$ cat config.mk
export PLATFORM = sky130hd
export DESIGN_NAME = bin_to_thermo_ramp
export DESIGN_NICKNAME = d
export VERILOG_FILES = /design/src/rtl/bin_to_thermo_ramp.sv
export SDC_FILE = /design/constraint.sdc
export NUM_CORES = 1
export LEC_CHECK = 0
export ABC_AREA = 1
export BUFFER_PORTS_ARGS = -buffer_cell sky130_fd_sc_hd__buf_2
export CAP_MARGIN = 20
export CELL_PAD_IN_SITES_DETAIL_PLACEMENT = 0
export CELL_PAD_IN_SITES_GLOBAL_PLACEMENT = 1
export CORE_ASPECT_RATIO = 0.7
export CORE_UTILIZATION = 40
export DETAILED_ROUTE_END_ITERATION = 8
export PLACE_DENSITY = 0.84
export REMOVE_ABC_BUFFERS = 1
export SYNTH_ARGS = -nofsm -noshare
export SYNTH_HDL_FRONTEND = slang
export SYNTH_SLANG_ARGS = --single-unit
$ cat constraint.sdc
create_clock -name clk -period 3.35 [get_ports clk]
set_input_delay 0.1675 -clock clk [delete_from_list [all_inputs] [get_ports clk]]
set_output_delay 0.1675 -clock clk [all_outputs]
set_load 0.005 [all_outputs]
$ cat src/rtl/bin_to_thermo_ramp.sv
// bin_to_thermo_ramp: registered binary-to-thermometer decoder that
// slews the thermometer output one segment per step toward a target.
//
// Ports:
//   clk      - clock, rising edge
//   rst_n    - asynchronous active-low reset
//   in_valid - target code present
//   in_ready - block can accept a target
//   in_bin   - target level, 0..THERMO_W
//   t        - registered thermometer code (t[j] = j < level)
//   level    - registered count of ones on t
//   busy     - ramp in progress
//   done     - one-cycle pulse when t reaches the accepted target
//
// Optional build macro: THERMO_RETARGET_EN
//   When defined, targets are also accepted mid-ramp and replace the
//   pending target without disturbing the step cadence.
module bin_to_thermo_ramp #(
    parameter int BIN_W = 3,
    parameter int STEP_DIV = 1,
    localparam int THERMO_W = 2**BIN_W - 1
) (
    input  logic                clk,
    input  logic                rst_n,
    input  logic                in_valid,
    output logic                in_ready,
    input  logic [BIN_W-1:0]    in_bin,
    output logic [THERMO_W-1:0] t,
    output logic [BIN_W-1:0]    level,
    output logic                busy,
    output logic                done
);

    localparam logic [0:0] IDLE = 1'b0;
    localparam logic [0:0] RAMP = 1'b1;

    localparam logic [7:0] DIV_LAST = 8'(STEP_DIV - 1);

    logic [0:0]          state;
    logic [0:0]          state_n;
    logic [BIN_W-1:0]    target;
    logic [BIN_W-1:0]    target_n;
    logic [BIN_W-1:0]    level_n;
    logic [THERMO_W-1:0] t_n;
    logic [7:0]          div_cnt;
    logic [7:0]          div_n;
    logic                done_n;

    logic                accept;
    logic                step_now;
    logic [BIN_W-1:0]    eff_target;
    logic [BIN_W-1:0]    stepped;
    logic                hit;
    logic                start;
    logic                step;
    logic                hold;

`ifdef THERMO_RETARGET_EN
    assign in_ready = 1'b1;
`else
    assign in_ready = (state == IDLE);
`endif

    assign busy     = (state == RAMP);
    assign accept   = in_valid && in_ready;
    assign step_now = (state == RAMP) && (div_cnt == DIV_LAST);

    // A target accepted on this edge steers the step taken on this edge.
    assign eff_target = accept ? in_bin : target;

    // Only used when eff_target != level, so it never wraps.
    assign stepped = (eff_target > level) ? level + BIN_W'(1)
                                          : level - BIN_W'(1);

    // Mutually exclusive actions for this edge.
    assign hit   = accept && (in_bin == level);
    assign start = accept && (state == IDLE) && !hit;
    assign step  = step_now && !hit;
    assign hold  = (state == RAMP) && !step_now && !hit;

    always_comb begin
        state_n  = state;
        target_n = accept ? in_bin : target;
        level_n  = level;
        div_n    = div_cnt;
        done_n   = 1'b0;
        unique case (1'b1)
            hit: begin
                state_n = IDLE;
                div_n   = 8'd0;
                done_n  = 1'b1;
            end
            start: begin
                state_n = RAMP;
                div_n   = 8'd0;
            end
            step: begin
                level_n = stepped;
                div_n   = 8'd0;
                if (stepped == eff_target) begin
                    state_n = IDLE;
                    done_n  = 1'b1;
                end
            end
            hold: begin
                div_n = div_cnt + 8'd1;
            end
            default: begin
            end
        endcase
    end

    always_comb begin
        t_n = '0;
        for (int j = 0; j < THERMO_W; j++) begin
            t_n[j] = (level_n > BIN_W'(j));
        end
    end

    always_ff @(posedge clk or negedge rst_n) begin
        if (!rst_n) begin
            state   <= IDLE;
            target  <= '0;
            level   <= '0;
            t       <= '0;
            div_cnt <= 8'd0;
            done    <= 1'b0;
        end else begin
            state   <= state_n;
            target  <= target_n;
            level   <= level_n;
            t       <= t_n;
            div_cnt <= div_n;
            done    <= done_n;
        end
    end

endmodule
==> results of run 1 <==
## registers in the layout (all words and copies together), names as in the netlist
signal	cells
t	7
div_cnt	8
target	3
done	1
busy	1
level	2
## worst paths after layout
| path | start | to | slack (ns) | cells past startpoint |
|---|---|---|---|---|
| worst max register to register | busy$_DFFE_PN0P_ | t[1]$_DFF_PN0_ | 0.59 | 15 |
| worst max-delay path | busy$_DFFE_PN0P_ | t[1]$_DFF_PN0_ | 0.59 | 15 |
| max in group asynchronous | rst_n | level[0]$_DFF_PN0_ | 2.61 | 2 |
| worst min-delay path | in_bin[0] | target[0]$_DFF_PN0_ | 0.21 | 3 |
| min in group asynchronous | rst_n | div_cnt[1]$_DFFE_PN0P_ | 0.39 | 2 |
| worst min register to register | target[2]$_DFF_PN0_ | target[2]$_DFF_PN0_ | 0.52 | 2 |
## synth_stat cells
| cell type | n |
|---|---|
| o31ai_1 | 1 |
| xnor2_1 | 4 |
| nor2_2 | 4 |
| nand4_1 | 1 |
| nand2_1 | 31 |
| nor3b_1 | 1 |
| or2_2 | 1 |
| nand3b_1 | 1 |
| nor2_1 | 15 |
| xor2_2 | 1 |
| nand3_1 | 9 |
| a21oi_1 | 5 |
| inv_2 | 1 |
| o22ai_1 | 1 |
| o21ai_0 | 2 |
| inv_1 | 25 |
| o21a_1 | 1 |
| o21ai_2 | 3 |
| nor3b_2 | 1 |
| nor3_1 | 2 |
| fa_1 | 1 |
| ha_1 | 5 |
| buf_4 | 1 |
| dfrtp_1 | 22 |
| nand2_2 | 2 |
| o21bai_1 | 1 |
## per-layer routing
metal	track usage	part of all wire
met1	0.226	0.53
met2	0.216	0.40
met3	0.0738	0.064
met4	0.0468	0.0036
met5	0	0
## layout by cell type (no fill, tap or decap), types with 2 or more instances in the layout
master,synthesis,layout
dfrtp_1,22,22
nor2_1,15,15
nor3_1,2,2
xnor2_1,4,4
nor2_2,4,4
o21ai_2,3,3
clkbuf_8,0,4
a21oi_1,5,5
buf_2,0,18
inv_1,25,25
nand2_2,2,2
nand3_1,9,9
o21ai_0,2,2
ha_1,5,5
nand2_1,31,31
## critical path, cell delays in order, from the launching register on
cell and delay (ns):
dfrtp_1 0.48, inv_2 0.11, nand2_2 0.09, o21ai_2 0.21, ha_1 0.30, a21oi_1 0.15
nand2_1 0.08, nand2_1 0.08, inv_1 0.05, fa_1 0.37, xnor2_1 0.18, inv_1 0.06
nand2_1 0.08, nand2_1 0.08, o21ai_2 0.24, nand2_1 0.09
## kinds of logic (layout without fill, tap and decap cells)
family | after synthesis | count (layout) | share of synthesized area
adders and majority gates | 6 | 6 | 0.0697
AOI/OAI and AO/OA | 14 | 14 | 0.0760
DFF | 22 | 22 | 0.465
and+or+nand+nor | 68 | 68 | 0.258
xor gates and xnor gates | 5 | 5 | 0.0433
buffers and inverters | 27 | 49 | 0.0887
## power by group
part	leakage [nW]	internal (W)	switching [W]
combinational	0.441	0.000320	0.000497
clock	0.0288	0.000105	0.0000823
sequential	0.272	0.000363	0.0000646
## per-stage QoR
stage / setup WS [ns] / utilization / area [sq um] / hold WS [ns] / instances
final: 0.590 / 0.492 / 1380 / 0.212 / 200
after global routing: 0.249 / 0.492 / 1380 / 0.217 / 200
after CTS: 0.554 / 0.492 / 1380 / 0.212 / 200
after detailed placement: 0.574 / 0.468 / 1310 / 0.164 / 195
after global placement: 0.648 / 0.468 / 1310 / 0.160 / 195
after floorplan: 0.821 / - / 1180 / -0.128 / 141
## area by class of cell
cell class,count,area [sq um]
Fill cell,275,1430
Sequential cell,22,551
Multi-Input combinational cell,93,529
Timing Repair Buffer,19,100
Inverter,26,97.6
Clock buffer,4,55.1
Tap cell,36,45.0
==> results.sh, run 1 <==
export IMPL_cts_tree="done"
export IMPL_cts_resized=0
export IMPL_dr_pass1_iters=4
export IMPL_num_rows=16
export IMPL_root_buffer="clkbuf_8"
export IMPL_yosysWarnings=0
export IMPL_hold_path_class="in2reg"
export IMPL_drt_total_wl_microns=2240
export IMPL_drive_above_1_share=0.213
export IMPL_syn_cell_area_sq_um=1180
export IMPL_cts_buffers=3
export IMPL_cts_sinks=22
export IMPL_fin_skew_ns=0.00551
export IMPL_worst_pin_slew_ns=0.496
export IMPL_status="finished clean"
export IMPL_first_iter_violations=30
export IMPL_yosysTopAreaCell="dfrtp_1"
export IMPL_finalSetupViolations=0
export IMPL_routabilityCongestion=0.793
export IMPL_avgSynthCellArea_sq_um=8.34
export IMPL_post_cts_buffers=0
export IMPL_track_usage=0.160
export IMPL_portBuffers=18
export IMPL_worstPathRequired_ns=3.49
export IMPL_worst_setup_path_type="reg2reg"
export IMPL_route_detailed_drc=0
export IMPL_num_io_pins=19
export IMPL_htreeDepth=1
export IMPL_routedWlPerCell_microns=11.2
export IMPL_synth_cell_types=26
export IMPL_hold_buffers=1
export IMPL_period_share=0.824
export IMPL_synth_seq_area_share=0.465
export IMPL_ys_ff_latch=22
export IMPL_grt_max_degree=23
export IMPL_clk_latency_ns=0.26
export IMPL_die_width_microns=67.1
export IMPL_nets=177
export IMPL_fmax_mhz=362
export IMPL_p_total_w=0.00143
export IMPL_slew_headroom=0.669
export IMPL_die_area_sq_um=3190
export IMPL_synth_cells=142
export IMPL_leakagePower_nw=0.741
export IMPL_vias=914
export IMPL_antennaDiodeCount=0
export IMPL_cts_buffer_depth=2
export IMPL_synth_area_leaders="dfrtp_1, nand2_1, inv_1, ha_1, nor2_1"
export IMPL_hold_viol=0
export IMPL_crit_path_end_kind="flip-flop"
export IMPL_peakVddDrop_mv=0.559
export IMPL_fp_dieH_microns=47.5
export IMPL_synth_top_area_frac=0.465
export IMPL_critPathLaunchType="flip-flop"
export IMPL_period_needed_ns=2.76
export IMPL_powerDensity_nw_per_um2=1040
export IMPL_area_delta_synth_final_pct=16.3
export IMPL_antenna_left=0
export IMPL_slew_violations=0
export IMPL_setup_tns_ns=0
export IMPL_start_util=0.423
export IMPL_rsz0062_at_grt="no"
export IMPL_dp_hpwl_microns=1770
export IMPL_path_clk_slew_ns=0.08
export IMPL_antenna_found_initial=0
export IMPL_path_max_fanout=8
export IMPL_cap_violations=0
export IMPL_cp_arrival_ns=2.90
export IMPL_grt_pass1_vias=817
export IMPL_overflow=0
export IMPL_grt_pass1_wl_microns=3600
export IMPL_core_sq_um=2800
export IMPL_post_drt_via_cell_ratio=4.57
Note: power is estimated with default switching activity, not from simulation.
==> inputs of run 2 (changes only) <==
--- a/config.mk
+++ b/config.mk
@@ -5,7 +5,7 @@
 export SDC_FILE = /design/constraint.sdc
 export NUM_CORES = 1
 export LEC_CHECK = 0
-export ABC_AREA = 1
+export ABC_AREA = 0
 export BUFFER_PORTS_ARGS = -buffer_cell sky130_fd_sc_hd__buf_2
 export CAP_MARGIN = 20
 export CELL_PAD_IN_SITES_DETAIL_PLACEMENT = 0
@@ -13,7 +13,7 @@
 export CORE_ASPECT_RATIO = 0.7
 export CORE_UTILIZATION = 40
 export DETAILED_ROUTE_END_ITERATION = 8
-export PLACE_DENSITY = 0.84
+export PLACE_DENSITY = 0.81
 export REMOVE_ABC_BUFFERS = 1
 export SYNTH_ARGS = -nofsm -noshare
 export SYNTH_HDL_FRONTEND = slang
==> constraint.sdc (replaced) <==
create_clock -name clk -period 2.68 [get_ports clk]
set_input_delay 0.134 -clock clk [delete_from_list [all_inputs] [get_ports clk]]
set_output_delay 0.134 -clock clk [all_outputs]
set_load 0.005 [all_outputs]
==> run 2 against run 1 <==
Compared with the run above:
- first-iteration DRC count rose by 3.3%
- flip-flop and latch count did not move
- the flow now finishes with violations (negative setup slack)
- sequential share of layout area fell by 7.0 points
- clock skew fell by 0.0029 ns
- critical endpoint is now busy$_DFFE_PN0P_
- area after synthesis rose by 6.3%
- critical path depth fell by 5
==> results.sh, run 2 <==
export IMPL_fin_skew_ns=0.00260
export IMPL_syn_cell_area_sq_um=1260
export IMPL_cp_arrival_ns=3.08
export IMPL_routedWlPerCell_microns=14.6
export IMPL_hold_path_end="done$_DFF_PN0_"
export IMPL_slew_violations=0
export IMPL_path_max_fanout=4
export IMPL_cap_violations=0
export IMPL_dr_pass1_iters=4
export IMPL_worst_pin_slew_ns=0.503
export IMPL_routabilityCongestion=0.831
export IMPL_clk_latency_ns=0.27
export IMPL_dp_hpwl_microns=1880
export IMPL_avgSynthCellArea_sq_um=10.6
export IMPL_ff2ff_setup_slack_ns=-0.24
export IMPL_die_width_microns=69.1
export IMPL_hold_path_class="in2reg"
export IMPL_hold_start="in_bin[2]"
export IMPL_worstPathRequired_ns=2.84
export IMPL_postPlaceCellArea_sq_um=1450
export IMPL_synth_top_area_frac=0.437
export IMPL_track_usage=0.185
export IMPL_synth_area_leaders="dfrtp_1, xnor2_1, ha_1, nor2_1, inv_1"
export IMPL_first_iter_violations=31
export IMPL_die_area_sq_um=3380
export IMPL_grt_pass1_vias=987
export IMPL_drive_above_1_share=0.400
export IMPL_mostFrequentLayoutCell="dfrtp_1"
export IMPL_period_needed_ns=2.92
export IMPL_drt_total_wl_microns=2790
export IMPL_post_drt_via_cell_ratio=5.17
export IMPL_largest_register="div_cnt"
export IMPL_yosysTopAreaCell="dfrtp_1"
export IMPL_rsz0062_at_grt="yes"
export IMPL_synth_cell_types=42
export IMPL_violations="negative setup slack"
export IMPL_nets=168
export IMPL_grt_pass1_wl_microns=4710
export IMPL_final_cell_mix="dfrtp_1, buf_2, buf_4, xnor2_1, nor2_1"
export IMPL_synth_most_common_cell="dfrtp_1"
export IMPL_fin_area_sq_um=1670
export IMPL_num_io_pins=19
export IMPL_root_buffer="clkbuf_8"
export IMPL_fp_dieH_microns=49.0
export IMPL_cts_buffers=3
export IMPL_core_sq_um=2900
export IMPL_start_util=0.434
export IMPL_overflow=0
export IMPL_setup_ws_ns=-0.240
export IMPL_slew_headroom=0.662
export IMPL_worst_setup_path_type="reg2reg"
export IMPL_ys_ff_latch=22
export IMPL_antenna_found_initial=0
export IMPL_ys_flop_type="dfrtp_1"
export IMPL_holdWs_ns=0.258
export IMPL_worstRegToRegCells=10
export IMPL_htreeDepth=1
export IMPL_synth_cells=119
export IMPL_grt_max_degree=23
export IMPL_antenna_left=0
export IMPL_route_detailed_drc=0
export IMPL_cts_tree="done"
export IMPL_crit_path_end_kind="flip-flop"
export IMPL_vias=987
export IMPL_synth_seq_area_share=0.437
export IMPL_portBuffers=18
export IMPL_finalSetupViolations=8
export IMPL_reg_top3="div_cnt (8), t (7), target (3)"
export IMPL_critPathLaunchType="flip-flop"
export IMPL_largest_reg_flops=8
export IMPL_yosysWarnings=0
export IMPL_hold_viol=0
export IMPL_synthArstFlopShare=1.00
export IMPL_period_share=1.09
export IMPL_area_delta_synth_final_pct=32.7
export IMPL_r2r_end="busy$_DFFE_PN0P_"
export IMPL_path_clk_slew_ns=0.08
export IMPL_antennaDiodeCount=0
export IMPL_synthTopCellsByCount="dfrtp_1, nor2_1, xnor2_1, inv_1, nand2_1"
export IMPL_synth_edf_count=0
export IMPL_cts_sinks=22
export IMPL_hold_depth=4
export IMPL_num_rows=16
export IMPL_fmax_mhz=342
export IMPL_status="finished, violations left"
export IMPL_reg2reg_from="busy$_DFFE_PN0P_"
export IMPL_cts_buffer_depth=2
export IMPL_final_core_util=0.576
run 2: changes by cell type in the layout (fill, tap and decap cells not counted), sizes merged, moves of 3 or more:
cell | before | now
nand3 | 9 | 5
nand4 | 1 | 4
nor2 | 19 | 12
a21oi | 5 | 1
xor2 | 1 | 5
xnor2 | 4 | 12
buf | 18 | 36
inv | 26 | 9
nand2 | 33 | 6
run 2: final cells by class:
| cell class | instances | area [sq um] |
|---|---|---|
| tap | 36 | 45.0 |
| timing repair buffer | 37 | 246 |
| multi-input combinational | 83 | 741 |
| inverter | 9 | 33.8 |
| clock buffer | 4 | 55.1 |
| sequential | 22 | 551 |
| fill | 237 | 1230 |
run 2: stage by stage:
step | setup TNS, ns | instances | setup WS [ns]
after floorplan | -3.00 | 113 | -0.547
after global placement | -1.57 | 180 | -0.234
after detailed placement | -2.25 | 180 | -0.332
after CTS | -0.888 | 191 | -0.229
after global routing | -1.87 | 191 | -0.336
final | -1.12 | 191 | -0.240
run 2: timing repair:
| item | 4_1_cts | 5_1_grt |
|---|---|---|
| hold buffers | 1 | 0 |
| endpoints found under the hold margin | 22 | 0 |
| resized for setup | 16 | 4 |
| setup buffers | 5 | 0 |
| gates cloned | 2 | 0 |
| pin swaps | 12 | 4 |
| setup endpoints to repair | 9 | 9 |
run 2: worst max path at each step:
stage | start | to | depth (start not counted)
6_report | busy$_DFFE_PN0P_ | busy$_DFFE_PN0P_ | 10
3_5_place_dp | busy$_DFFE_PN0P_ | busy$_DFFE_PN0P_ | 10
5_1_grt | busy$_DFFE_PN0P_ | busy$_DFFE_PN0P_ | 10
4_1_cts | busy$_DFFE_PN0P_ | busy$_DFFE_PN0P_ | 10
2_1_floorplan | busy$_DFFE_PN0P_ | busy$_DFFE_PN0P_ | 10
3_3_place_gp | busy$_DFFE_PN0P_ | busy$_DFFE_PN0P_ | 10
run 2: metal layers:
layer	vias up	global-route usage	part of all wire
met5	-	0	0
met4	0	0.0680	0.014
li1	487	-	-
met3	5	0.0599	0.042
met2	26	0.285	0.44
met1	469	0.244	0.50
run 2: worst max-delay path: stages, from the launching register on:
cell	delay (ns)
dfrtp_1	0.41
nor2b_4	0.19
mux2_4	0.35
ha_4	0.23
nor2b_4	0.13
o311ai_4	0.23
inv_2	0.07
fa_2	0.56
xnor2_1	0.08
or3_4	0.37
o211a_1	0.21
run 2: cell families after synthesis:
kind of cell | after synthesis | synth area share
compound gates | 19 | 0.124
xor+xnor | 16 | 0.126
fa+ha+maj | 6 | 0.0655
buf+inv | 15 | 0.0576
flops | 22 | 0.437
mux | 3 | 0.0288
simple gates | 38 | 0.161
Power of run 2 is left out: the tool's default activity adds up to more than one toggle a clock period on the data nets, which glitch-free logic cannot reach.
==> inputs of run 3 (changes only) <==
==> constraint.sdc (replaced) <==
create_clock -name clk -period 3.8 [get_ports clk]
set_input_delay 0.19 -clock clk [delete_from_list [all_inputs] [get_ports clk]]
set_output_delay 0.19 -clock clk [all_outputs]
set_load 0.005 [all_outputs]
==> run 3 against run 2 <==
Compared with the run above:
- the flow now finishes without violations
- worst hold slack worse by 0.046 ns
- register-to-register slack better by 0.59 ns
- global-route usage down 2.5 points
- clock-buffer cell count unchanged
- non-clock buffer count down 17
- routed wire length down 15%
- critical path depth unchanged
- critical endpoint unchanged
==> results.sh, run 3 (synthesis results as in run 2) <==
export IMPL_cp_top_family="adder cells"
export IMPL_portBuffers=18
export IMPL_setup_tns_ns=0
export IMPL_grt_pass1_wl_microns=4150
export IMPL_largest_register="div_cnt"
export IMPL_die_width_microns=69.1
export IMPL_num_io_pins=19
export IMPL_worst_pin_slew_ns=0.518
export IMPL_fp_dieH_microns=49.0
export IMPL_cp_slowest_cell="fa_1"
export IMPL_cp_depth=10
export IMPL_reg2reg_from="busy$_DFFE_PN0P_"
export IMPL_final_cell_mix="dfrtp_1, buf_2, xnor2_1, nor2_1, inv_1"
export IMPL_ff2ff_setup_slack_ns=0.35
export IMPL_crit_chain="nor2b_4 -> mux2_2 -> ha_1 -> or2_2 -> o311ai_4 -> inv_1 -> fa_1 -> xnor2_1 -> or3_1 -> o211a_1"
export IMPL_htreeDepth=1
export IMPL_routedWlPerCell_microns=13.7
export IMPL_cts_buffer_depth=2
export IMPL_fin_skew_ns=0.00169
export IMPL_start_util=0.434
export IMPL_finalSetupViolations=0
export IMPL_antennaDiodeCount=0
export IMPL_final_core_util=0.492
export IMPL_area_delta_synth_final_pct=13.4
export IMPL_cp_num_buf_inv=1
export IMPL_nets=150
export IMPL_overflow=0
export IMPL_post_cts_buffers=0
export IMPL_mostFrequentLayoutCell="dfrtp_1"
export IMPL_first_iter_violations=36
export IMPL_path_clk_slew_ns=0.07
export IMPL_grt_pass1_vias=855
export IMPL_r2r_end="busy$_DFFE_PN0P_"
export IMPL_crit_end="busy$_DFFE_PN0P_"
export IMPL_period_needed_ns=3.45
export IMPL_dr_pass1_iters=6
export IMPL_post_drt_via_cell_ratio=5.17
export IMPL_hold_viol=0
export IMPL_track_usage=0.160
export IMPL_drive_above_1_share=0.234
export IMPL_cts_tree="done"
export IMPL_vias=895
export IMPL_route_detailed_drc=0
export IMPL_max_stage_delay_ns=0.72
export IMPL_num_rows=16
export IMPL_routabilityCongestion=0.870
export IMPL_dp_hpwl_microns=1810
export IMPL_cp_arrival_ns=3.61
export IMPL_rsz0062_at_grt="no"
export IMPL_slew_headroom=0.654
export IMPL_hold_depth=3
export IMPL_clk_latency_ns=0.26
export IMPL_crit_path_end_kind="flip-flop"
export IMPL_critPathLaunchType="flip-flop"
export IMPL_worstRegToRegCells=10
export IMPL_worstPathRequired_ns=3.96
export IMPL_grt_max_degree=23
export IMPL_cap_violations=0
export IMPL_reg_top3="div_cnt (8), t (7), target (3)"
export IMPL_path_max_fanout=10
export IMPL_cts_resized=0
export IMPL_drt_total_wl_microns=2370
export IMPL_die_area_sq_um=3380
export IMPL_largest_reg_flops=8
export IMPL_worst_setup_path_type="reg2reg"
export IMPL_cts_sinks=22
export IMPL_antenna_left=0
export IMPL_holdWs_ns=0.212
export IMPL_status="finished clean"
export IMPL_hold_path_class="in2reg"
export IMPL_slew_violations=0
export IMPL_core_sq_um=2900
export IMPL_startpoint="busy$_DFFE_PN0P_"
export IMPL_period_share=0.909
export IMPL_cts_buffers=3
export IMPL_root_buffer="clkbuf_8"
export IMPL_fmax_mhz=290
export IMPL_antenna_found_initial=0
[run 3: timing repair]
action / 4_1_cts / 5_1_grt
hold endpoints to repair: 22 / 0
hold buffers: 1 / 0
setup endpoints to repair: 0 / 0
[run 3: how the worst min path moves through the flow]
stage / start / endpoint
floorplan: rst_n / busy$_DFFE_PN0P_
detailed placement: rst_n / target[2]$_DFF_PN0_
global route: in_bin[1] / target[1]$_DFF_PN0_
CTS: in_bin[0] / target[0]$_DFF_PN0_
finish: in_bin[0] / target[0]$_DFF_PN0_
global placement: rst_n / target[0]$_DFF_PN0_
[run 3: layer usage]
metal / global-route usage / wire (microns) / share of wire / vias up
li1: - / - / - / 448
met1: 0.219 / 1190 / 0.50 / 424
met2: 0.246 / 1050 / 0.44 / 19
met3: 0.0517 / 110 / 0.046 / 4
met4: 0.0408 / 23 / 0.0097 / 0
met5: 0 / 0 / 0 / -
[run 3: metrics by stage]
stage                     setup WS, ns  std cells  instance area (sq um)
after global routing             0.119        173                   1430
after CTS                        0.347        173                   1430
after detailed placement         0.361        168                   1360
after global placement           0.461        168                   1360
final                            0.347        173                   1430
after floorplan                  0.573        113                   1220
[run 3: area by class of cell]
class | count | area [sq um]
inverter | 9 | 33.8
multi-input combinational | 82 | 637
clock buffer | 4 | 55.1
fill | 256 | 1470
timing repair buffer | 20 | 108
tap | 36 | 45.0
sequential | 22 | 551
[run 3: worst register-to-register path, delay by kind of cell, from the launching register on]
kind / cells / cell delay [ns]
fa+ha+maj: 2 / 1.01
xor+xnor: 1 / 0.11
flops: 1 / 0.49
mux: 1 / 0.40
compound gates: 2 / 0.32
buf+inv: 1 / 0.10
simple gates: 3 / 0.91
Power of run 3 is left out for the same reason.
